[src/rtl/ili_spi_responder.sv]
// ILI9341-style SPI responder: deserialises the 4-wire display link into tagged
// command/parameter bytes and returns a loadable byte on miso.
module ili_spi_responder #(
    parameter int unsigned SYNC_STAGES = 2,
    parameter int unsigned PIDX_W      = 4
) (
    input  logic              clk_i,
    input  logic              rst_i,
    input  logic              sclk_i,
    input  logic              mosi_i,
    input  logic              cs_i,
    input  logic              dc_i,
    input  logic              resx_n_i,
    input  logic [7:0]        tx_data_i,
    input  logic              tx_load_i,
    output logic              miso_o,
    output logic [7:0]        rx_data_o,
    output logic              rx_valid_o,
    output logic              rx_is_cmd_o,
    output logic [7:0]        cmd_o,
    output logic [PIDX_W-1:0] param_idx_o,
    output logic              frame_err_o
);

    typedef enum logic [0:0] {StIdle, StShift} state_e;

    // Synchroniser lanes packed as {resx_n, cs, dc, mosi, sclk}; idle values on reset.
    localparam logic [4:0] SyncIdle = 5'b11000;

    logic [4:0] sync_q [SYNC_STAGES];
    logic       sclk_s, mosi_s, dc_s, cs_s, resx_n_s;
    logic       sclk_prev_q, cs_prev_q;
    logic       sclk_rise_q, sclk_fall_q, cs_rise_q, cs_fall_q;

    state_e            state_q, state_d;
    logic [2:0]        bit_cnt_q, bit_cnt_d;
    logic [7:0]        sr_q, sr_d;
    logic [7:0]        rx_data_q, rx_data_d;
    logic              rx_valid_q, rx_valid_d;
    logic              rx_is_cmd_q, rx_is_cmd_d;
    logic [7:0]        cmd_q, cmd_d;
    logic [PIDX_W-1:0] param_idx_q, param_idx_d;
    logic [PIDX_W-1:0] pcnt_q, pcnt_d;
    logic              frame_err_q, frame_err_d;
    logic [7:0]        tx_hold_q, tx_hold_d;
    logic [7:0]        tx_sr_q, tx_sr_d;
    logic              skip_fall_q, skip_fall_d;

    logic [7:0] rx_byte;

    assign {resx_n_s, cs_s, dc_s, mosi_s, sclk_s} = sync_q[SYNC_STAGES-1];
    assign rx_byte = {sr_q[6:0], mosi_s};

    // Synchronise the serial inputs and register edge pulses of sclk and cs.
    always_ff @(posedge clk_i) begin
        if (rst_i) begin
            for (int unsigned i = 0; i < SYNC_STAGES; i++) begin
                sync_q[i] <= SyncIdle;
            end
            sclk_prev_q <= 1'b0;
            cs_prev_q   <= 1'b1;
            sclk_rise_q <= 1'b0;
            sclk_fall_q <= 1'b0;
            cs_rise_q   <= 1'b0;
            cs_fall_q   <= 1'b0;
        end else begin
            sync_q[0] <= {resx_n_i, cs_i, dc_i, mosi_i, sclk_i};
            for (int unsigned i = 1; i < SYNC_STAGES; i++) begin
                sync_q[i] <= sync_q[i-1];
            end
            sclk_prev_q <= sclk_s;
            cs_prev_q   <= cs_s;
            sclk_rise_q <= sclk_s & ~sclk_prev_q;
            sclk_fall_q <= ~sclk_s & sclk_prev_q;
            cs_rise_q   <= cs_s & ~cs_prev_q;
            cs_fall_q   <= ~cs_s & cs_prev_q;
        end
    end

    // FSM next state: IDLE while cs is high, SHIFT while it is low; panel reset forces IDLE.
    always_comb begin
        state_d = state_q;
        case (state_q)
            StIdle:  if (cs_fall_q) state_d = StShift;
            StShift: if (cs_rise_q) state_d = StIdle;
            default: state_d = StIdle;
        endcase
        if (!resx_n_s) state_d = StIdle;
    end

    // Datapath next state: shifting, byte completion, classification and the miso shifter.
    always_comb begin
        bit_cnt_d   = bit_cnt_q;
        sr_d        = sr_q;
        rx_data_d   = rx_data_q;
        rx_valid_d  = 1'b0;
        rx_is_cmd_d = rx_is_cmd_q;
        cmd_d       = cmd_q;
        param_idx_d = param_idx_q;
        pcnt_d      = pcnt_q;
        frame_err_d = 1'b0;
        tx_hold_d   = tx_load_i ? tx_data_i : tx_hold_q;
        tx_sr_d     = tx_sr_q;
        skip_fall_d = skip_fall_q;

        if (state_q == StIdle) begin
            bit_cnt_d   = 3'd0;
            sr_d        = 8'h00;
            skip_fall_d = 1'b0;
            // tx_hold_d so a load in this very cycle is what gets shifted out
            if (cs_fall_q) tx_sr_d = tx_hold_d;
        end else if (cs_rise_q) begin
            // cs_rise wins over any coincident sclk edge; a partial byte is dropped
            frame_err_d = (bit_cnt_q != 3'd0);
            bit_cnt_d   = 3'd0;
            sr_d        = 8'h00;
        end else begin
            if (sclk_rise_q) begin
                sr_d      = rx_byte;
                bit_cnt_d = bit_cnt_q + 3'd1;
                if (bit_cnt_q == 3'd7) begin
                    rx_data_d   = rx_byte;
                    rx_valid_d  = 1'b1;
                    rx_is_cmd_d = ~dc_s;
                    if (!dc_s) begin
                        cmd_d       = rx_byte;
                        param_idx_d = '0;
                        pcnt_d      = '0;
                    end else begin
                        param_idx_d = pcnt_q;
                        if (pcnt_q != '1) pcnt_d = pcnt_q + {{(PIDX_W-1){1'b0}}, 1'b1};
                    end
                    tx_sr_d     = tx_hold_d;
                    skip_fall_d = 1'b1;
                end
            end
            if (sclk_fall_q) begin
                // The fall right after a completion must keep the freshly loaded MSB.
                if (skip_fall_q) skip_fall_d = 1'b0;
                else             tx_sr_d     = {tx_sr_q[6:0], 1'b0};
            end
        end

        if (!resx_n_s) begin
            bit_cnt_d   = 3'd0;
            sr_d        = 8'h00;
            rx_data_d   = 8'h00;
            rx_valid_d  = 1'b0;
            rx_is_cmd_d = 1'b0;
            cmd_d       = 8'h00;
            param_idx_d = '0;
            pcnt_d      = '0;
            frame_err_d = 1'b0;
            tx_hold_d   = 8'h00;
            tx_sr_d     = 8'h00;
            skip_fall_d = 1'b0;
        end
    end

    // State and datapath registers with synchronous reset.
    always_ff @(posedge clk_i) begin
        if (rst_i) begin
            state_q     <= StIdle;
            bit_cnt_q   <= 3'd0;
            sr_q        <= 8'h00;
            rx_data_q   <= 8'h00;
            rx_valid_q  <= 1'b0;
            rx_is_cmd_q <= 1'b0;
            cmd_q       <= 8'h00;
            param_idx_q <= '0;
            pcnt_q      <= '0;
            frame_err_q <= 1'b0;
            tx_hold_q   <= 8'h00;
            tx_sr_q     <= 8'h00;
            skip_fall_q <= 1'b0;
        end else begin
            state_q     <= state_d;
            bit_cnt_q   <= bit_cnt_d;
            sr_q        <= sr_d;
            rx_data_q   <= rx_data_d;
            rx_valid_q  <= rx_valid_d;
            rx_is_cmd_q <= rx_is_cmd_d;
            cmd_q       <= cmd_d;
            param_idx_q <= param_idx_d;
            pcnt_q      <= pcnt_d;
            frame_err_q <= frame_err_d;
            tx_hold_q   <= tx_hold_d;
            tx_sr_q     <= tx_sr_d;
            skip_fall_q <= skip_fall_d;
        end
    end

    // Outputs; miso is held low outside a cs window.
    always_comb begin
        miso_o      = (state_q == StShift) ? tx_sr_q[7] : 1'b0;
        rx_data_o   = rx_data_q;
        rx_valid_o  = rx_valid_q;
        rx_is_cmd_o = rx_is_cmd_q;
        cmd_o       = cmd_q;
        param_idx_o = param_idx_q;
        frame_err_o = frame_err_q;
    end

endmodule
[config.mk]
export PLATFORM = sky130hd
export DESIGN_NAME = ili_spi_responder
export DESIGN_NICKNAME = d
export VERILOG_FILES = /design/src/rtl/ili_spi_responder.sv
export SDC_FILE = /design/constraint.sdc
export NUM_CORES = 1
export LEC_CHECK = 0
export CAP_MARGIN = 20
export CORE_ASPECT_RATIO = 1.2
export CORE_UTILIZATION = 60
export CTS_BUF_LIST = sky130_fd_sc_hd__clkbuf_4 sky130_fd_sc_hd__clkbuf_8
export CTS_CLUSTER_DIAMETER = 120
export DETAILED_ROUTE_END_ITERATION = 8
export PLACE_DENSITY = 0.87
export RECOVER_POWER = 100
export SETUP_SLACK_MARGIN = 0.1
export SYNTH_ARGS = -nofsm -noshare
export SYNTH_HDL_FRONTEND = slang
export SYNTH_SLANG_ARGS = --single-unit
[constraint.sdc]
create_clock -name clk_i -period 4.4 [get_ports clk_i]
set_clock_uncertainty 0.05 [all_clocks]
set_input_delay 1.32 -clock clk_i [delete_from_list [all_inputs] [get_ports clk_i]]
set_output_delay 1.32 -clock clk_i [all_outputs]
set_load 0.05 [all_outputs]
==> results.sh, run 1 <==
export IMPL_outcome="complete, no violations"
export IMPL_clock_power_share=0.400
export IMPL_totalWireLength_mm=5.75
export IMPL_yosysTopAreaCell="dfxtp_1"
export IMPL_grt_setup_unrepaired="no"
export IMPL_power_frac_comb=0.048
export IMPL_num_antenna_cells=0
export IMPL_ant_nets=0
export IMPL_hold_class="flop to flop"
export IMPL_hold_start="sync_q[0][4]"
export IMPL_power_density_nw_per_um2=361
export IMPL_cts_sinks=71
export IMPL_crit_path_end_kind="flop"
export IMPL_ir_worst_vdd_v=0.000308
export IMPL_multi_input_area_sq_um=1240
export IMPL_final_nets=346
export IMPL_min_period_over_period=0.765
export IMPL_synth_edf_count=0
export IMPL_synth_cells=294
export IMPL_slowest_stage="dlygate4sd3_1"
export IMPL_crit_chain="dlygate4sd3_1, nand2b_1, clkbuf_1, a21oi_1"
export IMPL_synth_nets=315
export IMPL_switching_share=0.215
export IMPL_grt_pass1_wl_mm=9.78
export IMPL_first_pass_iters=4
export IMPL_clk_latency_ns=0.34
export IMPL_die_w_um=64.4
export IMPL_clk_pin_slew_ns=0.07
export IMPL_gp_congestion=0.789
export IMPL_seqCellArea_sq_um=1420
export IMPL_final_fill_count=344
export IMPL_crit_start="rst_i"
export IMPL_hpwl_mm=3.73
export IMPL_path_class="primary input to flop"
export IMPL_slew_violations=0
export IMPL_post_cts_buffers=0
export IMPL_area_growth_pct=19.2
export IMPL_core_area_sq_um=4360
export IMPL_fin_crit_ns=3.37
export IMPL_ctsRootBufferMaster="clkbuf_8"
export IMPL_grt_max_degree=25
export IMPL_cts_tree="yes"
export IMPL_tns_ns=0
export IMPL_p_leak_uw=0.00122
export IMPL_drive_gt1_frac=0.0699
export IMPL_setup_ws_ns=1.03
export IMPL_ys_warn_count=0
export IMPL_crit_path_start_kind="primary input"
export IMPL_worstPathMaxFanout=19
export IMPL_synth_flop_cell="dfxtp_1"
export IMPL_floorplan_initialDensity=0.642
export IMPL_drt_initial_drc_count=133
export IMPL_cts_hold_buf=0
export IMPL_hold_violations=0
export IMPL_viasPerCell=5.78
export IMPL_synthTopCellsByArea="dfxtp_1, mux2i_1, a21oi_1, nand2_1, nor2b_1"
export IMPL_arrival_ns=3.50
export IMPL_r2r_start="bit_cnt_q[0]"
export IMPL_clock_path_buffers=2
export IMPL_cts_resized=0
export IMPL_drt_wirelength_per_cell_um=14.9
export IMPL_timing_fmax_mhz=297
export IMPL_grt_total_usage=0.260
export IMPL_max_slew_worst_pin_slew_ns=0.866
export IMPL_rows=26
export IMPL_dieArea_sq_um=4950
export IMPL_synth_top_area_frac=0.508
export IMPL_synthTopCellsByCount="dfxtp_1, a21oi_1, nand2_1, nor2_1, mux2i_1"
export IMPL_r2r_slack_ns=1.87
export IMPL_ios=40
export IMPL_ys_seq_area_frac=0.508
export IMPL_numPortBuffers=39
export IMPL_grt_overflow=0
export IMPL_ys_ff_latch=71
export IMPL_setup_viol=0
export IMPL_netlist_area_sq_um=2800
export IMPL_p_int_uw=945
export IMPL_cp_top_family="buffers and inverters"
export IMPL_critPathMaxStageDelay_ns=0.83
export IMPL_antenna_found_initial=0
export IMPL_h_tree_depth=3
export IMPL_seq_power_share=0.552
export IMPL_switchingPower_uw=259
export IMPL_pre_cts_slack_ns=1.09
export IMPL_grt_pass1_vias=2141
export IMPL_numCtsBuffers=9
export IMPL_ys_types=39
export IMPL_synthArstFlopShare=0
export IMPL_drv_cap=0
export IMPL_vias=2224
export IMPL_yosysMostFrequentCell="dfxtp_1"
export IMPL_syn_avg_cell_area_sq_um=9.52
export IMPL_drcViolationCount=0
export IMPL_relSlewSlack=0.422
export IMPL_cp_num_buf_inv=2
export IMPL_required_ns=4.54
export IMPL_die_y_um=76.8
==> registers in the layout, indices dropped and copies added (netlist names) <==
name         cells
sclk_fall_q      1
sclk_prev_q      1
param_idx_o      4
state_q          1
sr_q             7
rx_data_o        8
sclk_rise_q      1
cs_prev_q        1
pcnt_q           4
cs_rise_q        1
sync_q          10
bit_cnt_q        3
tx_sr_q          8
cs_fall_q        1
cmd_o            8
rx_is_cmd_o      1
tx_hold_q        8
rx_valid_o       1
frame_err_o      1
skip_fall_q      1
==> layout make-up <==
type                            count  share of cell area
Clock inverter                      5              0.0150
Tap cell                           56              0.0210
Clock buffer                       10              0.0394
Inverter                            6             0.00675
Sequential cell                    71               0.426
Multi-Input combinational cell    195               0.371
Timing Repair Buffer               42               0.121
==> worst reg2reg max path: stages (launching register included) <==
cell      delay [ns]
dfxtp_1         0.39
ha_1            0.20
ha_1            0.39
nand4b_1        0.72
o21ai_0         0.52
a21oi_1         0.11
==> per-layer routing <==
| layer | vias to the layer above | wire, um | global-route usage |
|---|---|---|---|
| met2 | 68 | 2880 | 0.424 |
| met1 | 1044 | 2440 | 0.301 |
| li1 | 1102 | - | - |
| met4 | 0 | 95 | 0.129 |
| met3 | 10 | 329 | 0.0863 |
| met5 | - | 0 | 0 |
==> power by group through the flow <==
stage / Sequential (uW) / Combinational (uW) / Clock (uW)
after global routing: 666 / 63.7 / 526
after floorplan: 675 / 40.7 / 0
final: 665 / 58.0 / 481
after global placement: 678 / 57.7 / 0
after CTS: 664 / 60.2 / 491
after detailed placement: 679 / 59.6 / 0
==> worst paths after layout <==
| path | depth (start not counted) | end |
|---|---|---|
| setup / recovery | 4 | cmd_o[1] |
| hold / removal | 1 | sync_q[0][9] |
| setup reg to reg | 5 | cmd_o[2] |
| hold reg to reg | 1 | sync_q[0][9] |
==> metrics by stage <==
| step | power, uW | hold WS (ns) | area [sq um] | util | instances |
|---|---|---|---|---|---|
| 2_1_floorplan | 716 | 0.333 | 2800 | - | 294 |
| 3_3_place_gp | 736 | 0.337 | 3170 | 0.727 | 370 |
| 3_5_place_dp | 738 | 0.343 | 3170 | 0.727 | 370 |
| 4_1_cts | 1220 | 0.359 | 3350 | 0.769 | 385 |
| 5_1_grt | 1260 | 0.378 | 3340 | 0.766 | 385 |
| 6_report | 1200 | 0.358 | 3340 | 0.766 | 385 |
==> cell usage in the layout, fill, tap and decap left out, drive strengths merged, types with 2 or more instances in the layout <==
master         count
ha                 5
o221a              7
a21oi             30
inv                6
nor2b             13
nand4b             4
dlygate4sd3       26
mux2i             17
and2               3
clkdlybuf4s50     13
nand3             12
o21ai             11
nor3               2
or2                6
a211oi             2
clkbuf            12
a2111oi            8
nand2             26
dfxtp             71
and4b              2
nor3b              2
nand3b             7
nor2              21
clkinv             4
a22oi              7
a31oi              2
==> logic make-up (layout without fill, tap and decap cells) <==
group                      Yosys count  in the layout  share of synthesized area
muxes                               17             17                     0.0608
buffers and inverters               28             63                     0.0483
DFF                                 71             71                      0.508
adders and majority gates            5              5                     0.0223
AOI/OAI and AO/OA                   70             70                      0.166
and+or+nand+nor                    102            102                      0.192
xor gates and xnor gates             1              1                    0.00313
(Power assumes the default switching activity.)
==> run 2: changes to the inputs <==
- CORE_UTILIZATION: 60 -> 50
- PLACE_DENSITY: 0.87 -> 0.77
- clock period: 4.4 -> 2.8 ns (I/O delays scaled with it)
==> results.sh, run 2 (synthesis gave the netlist of run 1 again) <==
export IMPL_clk_pin_slew_ns=0.07
export IMPL_floorplan_initialDensity=0.525
export IMPL_worstPathMaxFanout=2
export IMPL_h_tree_depth=3
export IMPL_clock_path_buffers=2
export IMPL_placed_area_sq_um=3220
export IMPL_drcViolationCount=0
export IMPL_setup_viol=0
export IMPL_grt_pass1_wl_mm=9.61
export IMPL_cts_sinks=71
export IMPL_hpwl_mm=3.72
export IMPL_hold_class="flop to flop"
export IMPL_hold_violations=0
export IMPL_design_area_sq_um=3380
export IMPL_ctsRootBufferMaster="clkbuf_8"
export IMPL_ios=40
export IMPL_r2r_slack_ns=0.85
export IMPL_die_w_um=70.3
export IMPL_slowest_stage="dlygate4sd3_1"
export IMPL_max_slew_worst_pin_slew_ns=0.662
export IMPL_drt_initial_drc_count=148
export IMPL_tns_ns=0
export IMPL_cp_top_family="buffers and inverters"
export IMPL_numPortBuffers=39
export IMPL_final_nets=352
export IMPL_vias=2224
export IMPL_grt_max_degree=25
export IMPL_arrival_ns=1.56
export IMPL_grt_total_usage=0.206
export IMPL_holdWs_ns=0.357
export IMPL_drv_cap=0
export IMPL_final_common_cell="dfxtp_1"
export IMPL_dieArea_sq_um=5910
export IMPL_min_period_over_period=0.876
export IMPL_antenna_found_initial=0
export IMPL_timing_fmax_mhz=408
export IMPL_switchingPower_uw=419
export IMPL_rows=29
export IMPL_num_antenna_cells=0
export IMPL_cts_hold_buf=0
export IMPL_seq_power_share=0.556
export IMPL_relSlewSlack=0.558
export IMPL_crit_chain="dlygate4sd3_1"
export IMPL_power_frac_comb=0.049
export IMPL_grt_setup_unrepaired="no"
export IMPL_slew_violations=0
export IMPL_final_cell_count_no_fill=398
export IMPL_crit_path_start_kind="flop"
export IMPL_clock_power_share=0.395
export IMPL_area_growth_pct=20.8
export IMPL_crit_path_end_kind="primary output"
export IMPL_numCtsBuffers=9
export IMPL_p_int_uw=1460
export IMPL_power_density_nw_per_um2=557
export IMPL_viasPerCell=5.59
export IMPL_drt_wirelength_per_cell_um=14.0
export IMPL_critPathMaxStageDelay_ns=0.88
export IMPL_first_pass_iters=4
export IMPL_setup_ws_ns=0.348
export IMPL_grt_overflow=0
export IMPL_cp_num_buf_inv=1
export IMPL_grt_pass1_vias=2162
export IMPL_cts_tree="yes"
export IMPL_drive_gt1_frac=0.0863
export IMPL_place_inst=382
export IMPL_core_area_sq_um=5330
export IMPL_clk_latency_ns=0.34
export IMPL_gp_congestion=0.765
export IMPL_fin_crit_ns=2.45
export IMPL_outcome="complete, no violations"
export IMPL_final_cell_mix="dfxtp_1, a21oi_1, nand2_1"
export IMPL_largest_register_ffs=10
export IMPL_p_leak_uw=0.00124
export IMPL_die_y_um=84.0
export IMPL_top_register="sync_q"
export IMPL_pre_cts_slack_ns=0.245
export IMPL_ir_worst_vdd_v=0.000573
export IMPL_required_ns=1.91
export IMPL_switching_share=0.222
export IMPL_path_class="flop to primary output"
export IMPL_ant_nets=0
export IMPL_totalWireLength_mm=5.59
==> run 2: final cells by class <==
class,count,area (sq um)
fill,479,1950
multi-input combinational,195,1240
clock buffer,13,166
inverter,6,22.5
sequential,71,1420
tap,62,77.6
clock inverter,3,17.5
timing repair buffer,48,440
==> run 2: power by group through the flow <==
stage | registers (uW) | logic, uW | clock network (uW)
2_1_floorplan | 1060 | 64.0 | 0
3_3_place_gp | 1070 | 94.1 | 0
3_5_place_dp | 1070 | 97.0 | 0
4_1_cts | 1050 | 97.4 | 760
5_1_grt | 1050 | 102 | 803
6_report | 1050 | 92.6 | 744
==> run 2: metal layers <==
metal | routed length [um] | global-route usage | vias to the layer above
met5 | 0 | 0 | -
met4 | 113 | 0.115 | 0
met3 | 201 | 0.0519 | 10
met2 | 2730 | 0.341 | 38
met1 | 2540 | 0.239 | 1056
li1 | - | - | 1120
==> run 2: path summary, 6_finish.rpt <==
kind | startpoint | to | cells past startpoint
worst max-delay path | cmd_o[1] | cmd_o[1] | 1
worst min-delay path | sclk_prev_q | sclk_rise_q | 1
worst max register to register | bit_cnt_q[0] | tx_sr_q[7] | 5
worst min register to register | sclk_prev_q | sclk_rise_q | 1
==> run 2: timing repair <==
item,in CTS,in global routing
gates resized for setup,0,1
endpoints found under the hold margin,0,0
setup buffers,0,0
endpoints found under the setup margin,0,1
==> run 2: per-stage QoR <==
step	power (uW)	util
after detailed placement	1170	0.604
after CTS	1900	0.639
after global placement	1160	0.604
after global routing	1950	0.634
final	1880	0.634
after floorplan	1130	-
==> run 3: changes to the inputs <==
- CORE_UTILIZATION: 50 -> 35
- PLACE_DENSITY: 0.77 -> unset
==> results.sh, run 3 (synthesis gave the netlist of run 1 again) <==
export IMPL_outcome="complete, no violations"
export IMPL_numCtsBuffers=9
export IMPL_grt_overflow=0
export IMPL_floorplan_initialDensity=0.363
export IMPL_max_slew_worst_pin_slew_ns=0.696
export IMPL_viasPerCell=5.11
export IMPL_switching_share=0.215
export IMPL_p_int_uw=1540
export IMPL_grt_total_usage=0.140
export IMPL_vias=2184
export IMPL_setup_viol=0
export IMPL_tns_ns=0
export IMPL_drt_initial_drc_count=87
export IMPL_final_common_cell="dfxtp_1"
export IMPL_numPortBuffers=39
export IMPL_grt_setup_unrepaired="no"
export IMPL_power_density_nw_per_um2=571
export IMPL_hold_violations=0
export IMPL_drcViolationCount=0
export IMPL_hpwl_mm=3.83
export IMPL_dieArea_sq_um=8360
export IMPL_die_w_um=83.7
export IMPL_clock_path_buffers=2
export IMPL_final_fill_count=777
export IMPL_gp_congestion=0.755
export IMPL_ctsRootBufferMaster="clkbuf_8"
export IMPL_slew_violations=0
export IMPL_final_nets=352
export IMPL_largest_register_ffs=10
export IMPL_clk_latency_ns=0.35
export IMPL_timing_fmax_mhz=398
export IMPL_power_frac_comb=0.047
export IMPL_final_cell_mix="dfxtp_1, a21oi_1, nand2_1"
export IMPL_area_growth_pct=22.8
export IMPL_arrival_ns=2.76
export IMPL_crit_path_end_kind="flop"
export IMPL_ant_nets=0
export IMPL_num_antenna_cells=0
export IMPL_required_ns=3.04
export IMPL_die_y_um=100
export IMPL_h_tree_depth=3
export IMPL_switchingPower_uw=422
export IMPL_drt_wirelength_per_cell_um=13.3
export IMPL_cts_sinks=71
export IMPL_clock_power_share=0.421
export IMPL_cts_tree="yes"
export IMPL_crit_path_start_kind="primary input"
export IMPL_design_area_sq_um=3440
export IMPL_hold_class="flop to flop"
export IMPL_seq_power_share=0.533
export IMPL_fin_crit_ns=2.51
export IMPL_core_area_sq_um=7710
export IMPL_totalWireLength_mm=5.66
export IMPL_first_pass_iters=5
export IMPL_p_leak_uw=0.00125
export IMPL_grt_pass1_vias=2073
export IMPL_drv_cap=0
export IMPL_drive_gt1_frac=0.0836
export IMPL_worstPathMaxFanout=8
export IMPL_grt_pass1_wl_mm=9.34
export IMPL_r2r_slack_ns=0.87
export IMPL_path_class="primary input to flop"
export IMPL_cts_hold_buf=0
export IMPL_ir_worst_vdd_v=0.000421
export IMPL_min_period_over_period=0.898
export IMPL_antenna_found_initial=0
export IMPL_top_register="sync_q"
export IMPL_ios=40
export IMPL_relSlewSlack=0.535
export IMPL_placed_area_sq_um=3260
export IMPL_clk_pin_slew_ns=0.07
export IMPL_rows=35
export IMPL_grt_max_degree=23
[run 3: cell count changes in the layout (fill, tap and decap cells not counted)]
cell / previous run / this run
and2_0: 0 / 1
clkinv_2: 2 / 1
bufinv_16: 0 / 1
clkbuf_1: 4 / 3
clkbuf_2: 0 / 2
dlygate4sd2_1: 0 / 1
and2_1: 2 / 1
clkbuf_4: 2 / 1
buf_4: 6 / 4
[run 3: path summary, 6_finish.rpt]
kind                startpoint          end  depth (start not counted)
hold reg to reg    sclk_prev_q  sclk_rise_q                          1
setup / recovery     tx_load_i   tx_sr_q[3]                          5
setup reg to reg  bit_cnt_q[0]   tx_sr_q[3]                          5
hold / removal     sclk_prev_q  sclk_rise_q                          1
[run 3: routing by layer]
layer	vias to the layer above	part of all wire	global-route usage
li1	1112	-	-
met5	-	0	0
met1	1009	0.47	0.172
met3	10	0.043	0.0362
met4	0	0.016	0.0743
met2	53	0.47	0.226
[run 3: metrics by stage]
stage               total power, uW  utilization  worst slack, ns  hold slack (ns)  cells
finish                         1960        0.446            0.286            0.351    427
global route                   2040        0.446            0.168            0.374    427
CTS                            2000        0.449            0.366            0.355    427
detailed placement             1170        0.423            0.341            0.343    412
global placement               1160        0.423            0.391            0.342    412
floorplan                      1130            -            0.995            0.333    294
[run 3: worst max-delay path, stage by stage]
cell	delay [ns]
dlygate4sd3_1	0.52
clkbuf_1	0.41
mux2i_1	0.21
a2111oi_0	0.51
o221a_1	0.26
[run 3: timing repair]
item                       in CTS  in global routing
buffers inserted                0                  0
gates resized for setup         1                  0
setup endpoints to repair       1                  0
[run 3: power by group through the flow]
stage,clock network (uW),registers [uW],logic [uW]
finish,825,1050,91.7
global route,896,1050,101
floorplan,0,1060,64.0
global placement,0,1070,95.9
CTS,855,1040,97.5
detailed placement,0,1070,97.3
[run 3: final cells by class]
type,count,area (sq um),area share
Multi-Input combinational cell,195,1240,0.360
Tap cell,92,115,0.0335
Clock inverter,3,42.5,0.0124
Timing Repair Buffer,48,440,0.128
Sequential cell,71,1420,0.413
Clock buffer,12,159,0.0462
Inverter,6,22.5,0.00655
